[src/rtl/seg7_pkg.sv]
// seg7_pkg: shared constants for the multiplexed seven-segment scanner.
//   NUM_DIGITS - number of scanned digits
//   HEX_SEG    - active-low {g,f,e,d,c,b,a} pattern for each hex nibble
//   SEG_BLANK  - all segments off (active-low)
package seg7_pkg;

    localparam int NUM_DIGITS = 8;

    localparam logic [6:0] SEG_BLANK = 7'h7F;

    // Entry n is the pattern for nibble value n; the list below runs F down to 0.
    localparam logic [15:0][6:0] HEX_SEG = {
        7'b0001110,  // F
        7'b0000110,  // E
        7'b0100001,  // d
        7'b1000110,  // C
        7'b0000011,  // b
        7'b0001000,  // A
        7'b0010000,  // 9
        7'b0000000,  // 8
        7'b1111000,  // 7
        7'b0000010,  // 6
        7'b0010010,  // 5
        7'b0011001,  // 4
        7'b0110000,  // 3
        7'b0100100,  // 2
        7'b1111001,  // 1
        7'b1000000   // 0
    };

endpackage

[src/rtl/seg7_scan_if.sv]
// seg7_scan_if: bundle between the LED-capture stage and the display scanner.
//   data_in  - 32-bit display word, nibble i shown on digit i
//   run      - CPU run indicator (0 = halted)
//   blank_lz - blank leading zero digits
//   an       - digit enables, active-low
//   seg      - segments {g,f,e,d,c,b,a}, active-low
//   dp       - decimal point, active-low
// master drives the display word and reads the pins; slave is the scanner.
interface seg7_scan_if;
    logic [31:0] data_in;
    logic        run;
    logic        blank_lz;
    logic [7:0]  an;
    logic [6:0]  seg;
    logic        dp;

    modport master (output data_in, run, blank_lz, input an, seg, dp);
    modport slave  (input data_in, run, blank_lz, output an, seg, dp);
endinterface

[src/rtl/hex_to_seg7.sv]
// hex_to_seg7: combinational hex nibble to active-low seven-segment decode.
//   nib - 4-bit hex value
//   seg - {g,f,e,d,c,b,a}, active-low
module hex_to_seg7
    import seg7_pkg::*;
(
    input  logic [3:0] nib,
    output logic [6:0] seg
);

    assign seg = HEX_SEG[nib];

endmodule

[src/rtl/seg7_scan.sv]
// seg7_scan: eight-digit time-multiplexed driver for a common-anode display.
//   clk - system clock
//   rst - asynchronous, active-high reset
//   bus - seg7_scan_if.slave (data_in/run/blank_lz in, an/seg/dp out)
// Each digit is lit for SCAN_DIV cycles. The display word and run flag are
// captured only as the scan wraps back to digit 0, so a frame never shows a
// mix of old and new nibbles.
module seg7_scan
    import seg7_pkg::*;
#(
    parameter int unsigned SCAN_DIV = 32'd100000
)
(
    input  logic       clk,
    input  logic       rst,
    seg7_scan_if.slave bus
);

    // SCAN_DIV of 1 still needs a one-bit counter; it just never leaves 0.
    localparam int unsigned CNT_W = (SCAN_DIV > 32'd1) ? $clog2(SCAN_DIV) : 1;
    localparam logic [CNT_W-1:0] CNT_LAST = CNT_W'(SCAN_DIV - 32'd1);

    logic [CNT_W-1:0]      div_cnt_r;
    logic [2:0]            idx_r;
    logic [31:0]           shadow_r;
    logic                  run_r;

    logic                  tick_s;
    logic [3:0]            nib_s;
    logic [6:0]            dec_s;
    logic [NUM_DIGITS-1:0] zero_above_s;
    logic                  blank_s;
    logic [7:0]            an_s;
    logic [6:0]            seg_s;
    logic                  dp_s;

    assign tick_s = (div_cnt_r == CNT_LAST);
    assign nib_s  = shadow_r[{idx_r, 2'b00} +: 4];

    hex_to_seg7 u_dec (
        .nib (nib_s),
        .seg (dec_s)
    );

    // Prescaler, digit index and frame-boundary capture of the display word.
    always_ff @(posedge clk or posedge rst) begin
        if (rst) begin
            div_cnt_r <= '0;
            idx_r     <= 3'd0;
            shadow_r  <= 32'h0000_0000;
            run_r     <= 1'b1;
        end else if (tick_s) begin
            div_cnt_r <= '0;
            idx_r     <= idx_r + 3'd1;
            if (idx_r == 3'd7) begin
                shadow_r <= bus.data_in;
                run_r    <= bus.run;
            end else begin
                shadow_r <= shadow_r;
                run_r    <= run_r;
            end
        end else begin
            div_cnt_r <= div_cnt_r + CNT_W'(1);
        end
    end

    // Per-digit flag: this nibble and every more-significant nibble are zero.
    always_comb begin
        zero_above_s = '0;
        for (int i = 0; i < NUM_DIGITS; i++) begin
            zero_above_s[i] = ((shadow_r >> (4 * i)) == 32'h0000_0000);
        end
    end

    // Next output values for the digit currently selected by idx_r.
    always_comb begin
        blank_s = 1'b0;
        seg_s   = dec_s;
        dp_s    = 1'b1;
        an_s    = ~(8'h01 << idx_r);
        if (bus.blank_lz && (idx_r != 3'd0) && zero_above_s[idx_r]) begin
            blank_s = 1'b1;
        end else begin
            blank_s = 1'b0;
        end
        if (blank_s) begin
            seg_s = SEG_BLANK;
        end else begin
            seg_s = dec_s;
        end
        // Decimal point on digit 0 marks a halted CPU.
        if ((idx_r == 3'd0) && !run_r) begin
            dp_s = 1'b0;
        end else begin
            dp_s = 1'b1;
        end
    end

    // Output pin registers; dark while in reset.
    always_ff @(posedge clk or posedge rst) begin
        if (rst) begin
            bus.an  <= 8'hFF;
            bus.seg <= SEG_BLANK;
            bus.dp  <= 1'b1;
        end else begin
            bus.an  <= an_s;
            bus.seg <= seg_s;
            bus.dp  <= dp_s;
        end
    end

endmodule

[src/flat_wrapper.sv]
// flat-port wrapper written by rule: the top's interface ports become plain ports
module seg7_scan_flat import seg7_pkg::*;
#(
    parameter int unsigned SCAN_DIV = 32'd100000
)
  (clk, rst, bus_data_in, bus_run, bus_blank_lz, bus_an, bus_seg, bus_dp);
  seg7_scan_if bus_i ();
  input  logic clk;
  input  logic rst;
  input wire logic [$bits(bus_i.data_in)-1:0] bus_data_in;
  input wire logic [$bits(bus_i.run)-1:0] bus_run;
  input wire logic [$bits(bus_i.blank_lz)-1:0] bus_blank_lz;
  output wire logic [$bits(bus_i.an)-1:0] bus_an;
  output wire logic [$bits(bus_i.seg)-1:0] bus_seg;
  output wire logic [$bits(bus_i.dp)-1:0] bus_dp;
  assign bus_i.data_in = bus_data_in;
  assign bus_i.run = bus_run;
  assign bus_i.blank_lz = bus_blank_lz;
  assign bus_an = bus_i.an;
  assign bus_seg = bus_i.seg;
  assign bus_dp = bus_i.dp;
  seg7_scan #(.SCAN_DIV(SCAN_DIV)) u_core (.clk(clk), .rst(rst), .bus(bus_i));
endmodule
[config.mk]
export PLATFORM = sky130hd
export DESIGN_NAME = seg7_scan_flat
export DESIGN_NICKNAME = d
export VERILOG_FILES = /design/src/rtl/seg7_pkg.sv /design/src/rtl/seg7_scan_if.sv /design/src/rtl/hex_to_seg7.sv /design/src/rtl/seg7_scan.sv /design/src/flat_wrapper.sv
export SDC_FILE = /design/constraint.sdc
export NUM_CORES = 1
export LEC_CHECK = 0
export CAP_MARGIN = 20
export CELL_PAD_IN_SITES_DETAIL_PLACEMENT = 2
export CELL_PAD_IN_SITES_GLOBAL_PLACEMENT = 2
export CORE_ASPECT_RATIO = 1.75
export CORE_MARGIN = 8
export CORE_UTILIZATION = 34
export CTS_BUF_LIST = sky130_fd_sc_hd__clkbuf_4
export CTS_CLUSTER_SIZE = 24
export DETAILED_ROUTE_END_ITERATION = 16
export PLACE_DENSITY = 0.87
export SLEW_MARGIN = 20
export SYNTH_ARGS = -nofsm -noshare
export SYNTH_HDL_FRONTEND = slang
export SYNTH_SLANG_ARGS = --single-unit
[constraint.sdc]
create_clock -name clk -period 2.2 [get_ports clk]
set_clock_uncertainty 0.05 [all_clocks]
set_input_delay 0.22 -clock clk [delete_from_list [all_inputs] [get_ports clk]]
set_output_delay 0.22 -clock clk [all_outputs]
set_load 0.1 [all_outputs]
==> impl_results.md, run 1 <==
* Outcome: complete, no violations
* Reg-to-Reg End: u_core.bus.seg[3]
* Area Overhead vs Synth at 27.2%
* Met2 wire length at 5.10 mm
* Die Span Y at roughly 150 µm
* Mean Syn Cell Area at roughly 13 µm²
* # rows at 47
* Final instance area at 0.00415 mm²
* PD cells at ~630 mW/mm²
* Router iterations before antenna repair at 4
* Vias post-DR at 2288
* Worst min-delay path class: input pin to asynchronous set/reset pin
* Via/cell ratio at 5.12
* Warnings, synthesis at 0
* Largest net degree at the start of global routing at 70
* Syn Nets at 305
* Final GP Congestion at 0.795
* Routed len/inst at just over 20 µm
* Slew Viols, Final at 0
* Vias in the first global route at roughly 2700
* Fillers at around 970
* Rel. slew slack at about 66%
* Critical Path, Cell by Cell: mux4_2 > nand2_1 > and2_4 > inv_1 > ha_1 > mux2i_1 > mux2_2 > nand2_1
* Reg2Reg Depth at 8
* Final min period at approximately 2.2 ns
* Post-route setup slack at 0.00888 ns
* R2R Setup Slk at slightly below 0.009 ns
* Clk buf depth at 2
* Register area share after synthesis at approximately 54%
* Arr. time, crit path at ~2.5 ns
* Nets at 368
* Max Freq at roughly 460 MHz
* Crit Path Class: register to register
* Register Area at roughly 0.0018 mm²
* Critical path required time at about 2.5 ns
* Initial core utilization at between 30% and 40%
* Uppermost routed layer: met4
* Place WS at -0.149 ns
* I/O pin total at 52
* Cells after Synth at about 260
* CP Capture Type: register
* Root Driver: clkbuf_4
* Element type at the critical path start: register
* Layout cells sized above 1 at a little over a quarter
* Main flop type after synthesis: dfrtp_1
* 1st-iter DRT viols at between 100 and 150
* CTS tree: built
* Seq cells post-synth at 69
* Quantity of I/O buffers inserted on ports at 51
* Clk_lat worst skew at roughly 0.43 ns
* VDD IR max at around 0.35 mV
* Delay of the slowest critical-path stage at ~0.53 ns
* Die area at 0.0131 mm²
* Multi-input logic area at 0.00148 mm²
* H-Tree Level Count at 3
* Largest fanout on the critical path at 5
* R2r startpoint: u_core.idx_r[1]
* Drt drc at 0
* Post-route ant nets at 0
* Async set or reset register ratio after synthesis at between 90% and 100%
* Placed cell area at between 0.003 and 0.004 mm²
* Lkg Pwr at about 0.0017 µW
* Final Setup Violations at 0
* Clock transition at path regs at approximately 0.12 ns
* CP max stage cell: mux4_2
* GRT Total Usage at around 15%
* Final worst-path cycle share at 99.6%
* First-pass GRT wire length at between 10 and 15 mm
* Min Hold Slack at 0.122 ns
* Least-Margin Pin Slew at slightly above 0.5 ns
* Remaining global-route overflow at 0
* Post-synth cell types at 39
* Core area at roughly 0.0094 mm²
* Final core occ at 44.1%
* Die extent in x at ~90 µm
* Setup TNS at 0 ns
* Crit path top cell by count: nand2_1
* DR WL met3 at 425 µm
* Post-detail-place hpwl at ~7.0 mm
* Max_cap viols at 0
* Mapped Area at approximately 0.0033 mm²
* Inserted Clock Buffers at 9
* Wire length on met1 at roughly 3.4 mm
* Final hold viol count at 0
* Initial antenna violation count at 1
* Number of flops mapped to enable cells by yosys at 0
* DRT Wirelength at just over 9 mm
* Clock Sink Count at a little under 70
-- cells by family (layout without fill, tap and decap cells) --
kind of cell               after synthesis  count (layout)  synth area share [%]
and+or+nand+nor                         71              71                  10.7
AOI/OAI and AO/OA                       19              19                  3.76
DFF                                     69              69                  53.6
other                                    0               1                     0
xor gates and xnor gates                15              15                  4.03
buffers and inverters                   19              87                  2.57
adders and majority gates               13              13                  4.99
muxes                                   50              50                  20.3
-- metrics by stage --
step / power (µW) / instances
3_5_place_dp: 1700 / 429
6_report: 2600 / 447
2_1_floorplan: 1560 / 256
4_1_cts: 2630 / 445
5_1_grt: 2700 / 447
3_3_place_gp: 1680 / 429
-- layer usage --
layer | vias up | global-route usage [%]
li1 | 1030 | -
met2 | 70 | 25.9
met4 | 0 | 10.6
met5 | - | 0
met1 | 1159 | 14.3
met3 | 29 | 4.08
-- placed cells by master (no fill, tap or decap), types with 4 or more instances in the layout --
master / instances
mux2i_1: 5
nand2_1: 21
inv_1: 7
xnor2_1: 9
mux2_2: 5
mux2_1: 30
buf_4: 24
clkbuf_4: 9
nor2_1: 12
mux4_2: 8
o211ai_1: 4
dfstp_2: 17
xor2_1: 6
ha_1: 11
nand3_1: 8
nor4_1: 7
clkdlybuf4s50_1: 35
o21ai_0: 5
dfrtp_1: 50
nand4_1: 4
-- worst max-delay path: cells and delay by family (launching register included) --
| family | cells | cell delay, ns |
|---|---|---|
| buf+inv | 1 | 0.13 |
| fa+ha+maj | 1 | 0.26 |
| flops | 1 | 0.46 |
| mux | 3 | 0.89 |
| simple gates | 3 | 0.31 |
-- Yosys cell counts, types with 2 or more instances --
master,count,area [µm²]
a21oi_1,3,15.0
buf_2,7,35.0
dfrtp_1,52,1300
dfstp_2,17,447
ha_1,13,163
inv_1,8,30.0
inv_2,2,7.51
mux2_1,30,338
mux2_2,5,56.3
mux2i_1,5,50.1
mux4_2,8,180
nand2_1,21,78.8
nand2b_1,3,18.8
nand3_1,8,40.0
nand4_1,4,25.0
nor2_1,13,48.8
nor2b_1,2,12.5
nor3_1,3,15.0
nor4_1,9,56.3
o211ai_1,4,30.0
o21ai_0,5,25.0
o22ai_1,2,12.5
or2_1,2,12.5
or2_2,2,12.5
xnor2_1,9,78.8
xor2_1,6,52.6
-- worst max-delay path by stage --
| stage | startpoint | endpoint | slack [ns] | cells after the start |
|---|---|---|---|---|
| 6_report | u_core.idx_r[1] | u_core.bus.seg[3] | 0.009 | 8 |
| 2_1_floorplan | u_core.idx_r[1] | u_core.bus.seg[4] | 0.06 | 8 |
| 3_5_place_dp | u_core.idx_r[1] | u_core.bus.seg[5] | -0.15 | 8 |
| 4_1_cts | u_core.shadow_r[16] | u_core.bus.seg[5] | 0.003 | 5 |
| 5_1_grt | u_core.idx_r[0] | u_core.bus.seg[3] | -0.06 | 6 |
| 3_3_place_gp | u_core.idx_r[1] | u_core.bus.seg[4] | 0.1 | 7 |
-- repair_timing --
action / CTS / global route
resized for setup: 2 / 9
endpoints found under the setup margin: 4 / 34
hold buffers: 0 / 0
buffers inserted: 0 / 1
-- cell type report --
type | instances | share of cell area, %
Sequential cell | 69 | 42.2
Clock inverter | 7 | 2.14
Multi-Input combinational cell | 168 | 35.6
Clock buffer | 9 | 1.63
Tap cell | 122 | 3.68
Inverter | 10 | 0.906
Antenna cell | 1 | 0.0604
Timing Repair Buffer | 61 | 13.8
-- registers in the layout, summed over array words and instances (netlist names) --
register	flops
u_core.bus.an	8
u_core.idx_r	3
u_core.bus.dp	1
u_core.shadow_r	32
u_core.bus.seg	7
u_core.run_r	1
u_core.div_cnt_r	17
-- power breakdown --
| part | internal [µW] | leakage (µW) | total [µW] | switching (µW) |
|---|---|---|---|---|
| combinational | 132 | 0.000794 | 319 | 187 |
| clock | 455 | 0.0000814 | 919 | 464 |
| sequential | 1320 | 0.000813 | 1360 | 40.9 |
| total | 1910 | 0.00169 | 2600 | 692 |
Note: power is estimated with default switching activity, not from simulation.
==> run 2: changes to the inputs <==
--- a/config.mk
+++ b/config.mk
@@ -15,7 +15,7 @@
 export CTS_CLUSTER_SIZE = 24
 export DETAILED_ROUTE_END_ITERATION = 16
 export PLACE_DENSITY = 0.87
-export SLEW_MARGIN = 20
+export SLEW_MARGIN = 40
 export SYNTH_ARGS = -nofsm -noshare
 export SYNTH_HDL_FRONTEND = slang
 export SYNTH_SLANG_ARGS = --single-unit
==> results of run 2 <==
No change in the layout: final DEF, timing and power equal those of run 1.
==> run 3: changes to the inputs <==
--- a/config.mk
+++ b/config.mk
@@ -10,11 +10,12 @@
 export CELL_PAD_IN_SITES_GLOBAL_PLACEMENT = 2
 export CORE_ASPECT_RATIO = 1.75
 export CORE_MARGIN = 8
-export CORE_UTILIZATION = 34
+export CORE_UTILIZATION = 40
 export CTS_BUF_LIST = sky130_fd_sc_hd__clkbuf_4
 export CTS_CLUSTER_SIZE = 24
 export DETAILED_ROUTE_END_ITERATION = 16
-export PLACE_DENSITY = 0.87
+export DONT_BUFFER_PORTS = 1
+export PLACE_DENSITY = 0.86
 export SLEW_MARGIN = 40
 export SYNTH_ARGS = -nofsm -noshare
 export SYNTH_HDL_FRONTEND = slang
==> run 3 against run 2 <==
Compared with the run above:
- the flow now finishes with violations (setup timing)
- setup slack got worse by 0.14 ns
- via count increased by 3.5%
- die area decreased by 13%
- clock-buffer cell count increased by 2
- global-route usage increased by 3.6 points
- total power decreased by 2.0%
- critical path type unchanged
- highest routed layer unchanged
==> impl_results.md, run 3 (synthesized netlist as in run 1, its figures left out) <==
* Reg-to-Reg End: u_core.bus.seg[4] (was u_core.bus.seg[3])
* Setup TNS at -0.393 ns (was 0 ns)
* Clock Sink Count at 69 (unchanged)
* Slew Viols, Final at 0 (unchanged)
* Inserted Clock Buffers at 9 (unchanged)
* Non-filler instance count after layout at 410 (was 447)
* Vias in the first global route at 2785 (was 2743)
* Final min period at 2.34 ns (was 2.19 ns)
* Placed Cells at 350 (was 429)
* CP Capture Type: register (unchanged)
* Reg2Reg Depth at 7 (was 8)
* Quantity of I/O buffers inserted on ports at 0 (was 51)
* Drt drc at 0 (unchanged)
* Root Driver: clkbuf_4 (unchanged)
* Final instance area at 0.00413 mm² (was 0.00415 mm²)
* Commonest cells after routing, fill and taps aside: dfrtp_1 (50), dlygate4sd3_1 (34), mux2_1 (30) (was dfrtp_1 (50), clkdlybuf4s50_1 (35), mux2_1 (30))
* Failing checks: setup timing
* Min Hold Slack at 0.0372 ns (was 0.122 ns)
* 1st-iter DRT viols at 75 (was 101)
* Initial antenna violation count at 1 (unchanged)
* H-Tree Level Count at 3 (unchanged)
* Worst Setup EP: u_core.bus.seg[4] (was u_core.bus.seg[3])
* Final Setup Violations at 6 (was 0)
* Nets at 363 (was 368)
* CTS tree: built (unchanged)
* PD cells at 617 mW/mm² (was 627 mW/mm²)
* Arr. time, crit path at 2.61 ns (was 2.49 ns)
* Via/cell ratio at 5.77 (was 5.12)
* Worst min-delay path class: input pin to register (was input pin to asynchronous set/reset pin)
* Critical path required time at 2.47 ns (was 2.50 ns)
* Max reg flops at 32 (unchanged)
* Crit Path Class: register to register (unchanged)
* Least-Margin Pin Slew at 0.664 ns (was 0.507 ns)
* Top reg by flops: u_core.shadow_r (unchanged)
* Final worst-path cycle share at 106% (was 99.6%)
* Place WS at -0.0800 ns (was -0.149 ns)
* R2r startpoint: u_core.idx_r[1] (unchanged)
* Die Span Y at 135 µm (was 146 µm)
* R2R Setup Slk at -0.14 ns (was 0.009 ns)
* Clock transition at path regs at 0.14 ns (was 0.12 ns)
* Multi-input logic area at 0.00152 mm² (was 0.00148 mm²)
* Router iterations before antenna repair at 4 (unchanged)
* Final hold viol count at 0 (unchanged)
* # rows at 43 (was 47)
* Initial core utilization at 41.2% (was 34.6%)
* Die extent in x at 84.2 µm (was 90.0 µm)
* Post-route ant nets at 0 (unchanged)
* Post-route setup slack at -0.135 ns (was 0.00888 ns)
* VDD IR max at 0.541 mV (was 0.348 mV)
* GRT Total Usage at 18.3% (was 14.7%)
* DR WL met3 at 417 µm (was 425 µm)
* Clk_lat worst skew at 0.45 ns (was 0.43 ns)
* Post-detail-place hpwl at 6.25 mm (was 7.02 mm)
* Rel. slew slack at 55.7% (was 66.0%)
* Lkg Pwr at 0.00169 µW (about the same)
* DRT Wirelength at 11.4 mm (was 9.29 mm)
* Largest fanout on the critical path at 7 (was 5)
* Top Registers: u_core.shadow_r: 32 flops, u_core.div_cnt_r: 17 flops, u_core.bus.an: 8 flops (unchanged)
* Final GP Congestion at 0.840 (was 0.795)
* Max Freq at 428 MHz (was 456 MHz)
* Placed cell area at 0.00346 mm² (was 0.00394 mm²)
* Die area at 0.0114 mm² (was 0.0131 mm²)
* Routed len/inst at 27.7 µm (was 20.8 µm)
* Clk buf depth at 2 (unchanged)
* Max_cap viols at 0 (unchanged)
* I/O pin total at 52 (unchanged)
* First-pass GRT wire length at 15.9 mm (was 14.8 mm)
* Most common cell after layout, fill and taps aside: dfrtp_1 (unchanged)
* Register Area at 0.00175 mm² (unchanged)
* Remaining global-route overflow at 0 (unchanged)
* Crit. Startpoint: u_core.idx_r[1] (unchanged)
* Area Overhead vs Synth at 26.7% (was 27.2%)
* Met2 wire length at 6.49 mm (was 5.10 mm)
* Fillers at 730 (was 973)
* Outcome: finished, violations left (was complete, no violations)
* Layout cells sized above 1 at 28.5% (was 26.5%)
* Core area at 0.00791 mm² (was 0.00941 mm²)
* Vias post-DR at 2367 (was 2288)
* Largest net degree at the start of global routing at 41 (was 70)
* Wire length on met1 at 3.95 mm (was 3.37 mm)
* Element type at the critical path start: register (unchanged)
* RSZ-0062 raised after global routing: yes
* Uppermost routed layer: met4 (unchanged)
## run 3: how the worst min path moves through the flow
stage | endpoint | slack, ns | startpoint | cells past startpoint
3_5_place_dp | u_core.div_cnt_r[3] | 0.18 | rst | 1
3_3_place_gp | u_core.div_cnt_r[2] | 0.17 | rst | 1
6_report | u_core.bus.seg[3] | 0.04 | bus_blank_lz | 2
2_1_floorplan | u_core.shadow_r[0] | 0.30 | bus_data_in[0] | 1
4_1_cts | u_core.bus.seg[3] | 0.02 | bus_blank_lz | 2
5_1_grt | u_core.bus.seg[3] | 0.05 | bus_blank_lz | 2
## run 3: routing by layer
layer / up-vias / global-route usage [%]
met1: 1238 / 18.0
met5: - / 0
met4: 0 / 7.43
li1: 1023 / -
met2: 75 / 34.6
met3: 31 / 4.76
## run 3: area by class of cell
| class | instances | area share (%) |
|---|---|---|
| Sequential cell | 69 | 42.4 |
| Clock buffer | 11 | 2.00 |
| Antenna cell | 1 | 0.0606 |
| Timing Repair Buffer | 56 | 13.7 |
| Inverter | 10 | 0.969 |
| Tap cell | 90 | 2.73 |
| Multi-Input combinational cell | 168 | 36.9 |
| Clock inverter | 5 | 1.24 |
## run 3: through the flow
stage / utilization [%] / total power, µW
floorplan: - / 1560
global placement: 43.7 / 1600
detailed placement: 43.7 / 1610
CTS: 49.8 / 2490
global route: 52.2 / 2640
finish: 52.2 / 2550
## run 3: power by group
group	internal [µW]	switching, µW	leakage, µW	total, µW
sequential	1330	141	0.000813	1470
clock	365	501	0.0000743	866
combinational	113	103	0.000807	216
## run 3: worst max-delay path: stages (launching register included)
cell	delay [ns]
dfrtp_2	0.50
mux4_2	0.57
mux2i_4	0.24
inv_2	0.14
ha_4	0.21
mux2_2	0.26
nand2_1	0.10
o211ai_1	0.12
## run 3: repair_timing
| action | 4_1_cts | 5_1_grt |
|---|---|---|
| endpoints found under the hold margin | 45 | 0 |
| buffers inserted | 0 | 8 |
| pin swaps | 0 | 6 |
| cloned | 0 | 1 |
| hold buffers | 34 | 0 |
| setup endpoints to repair | 6 | 35 |
| resized for setup | 3 | 26 |
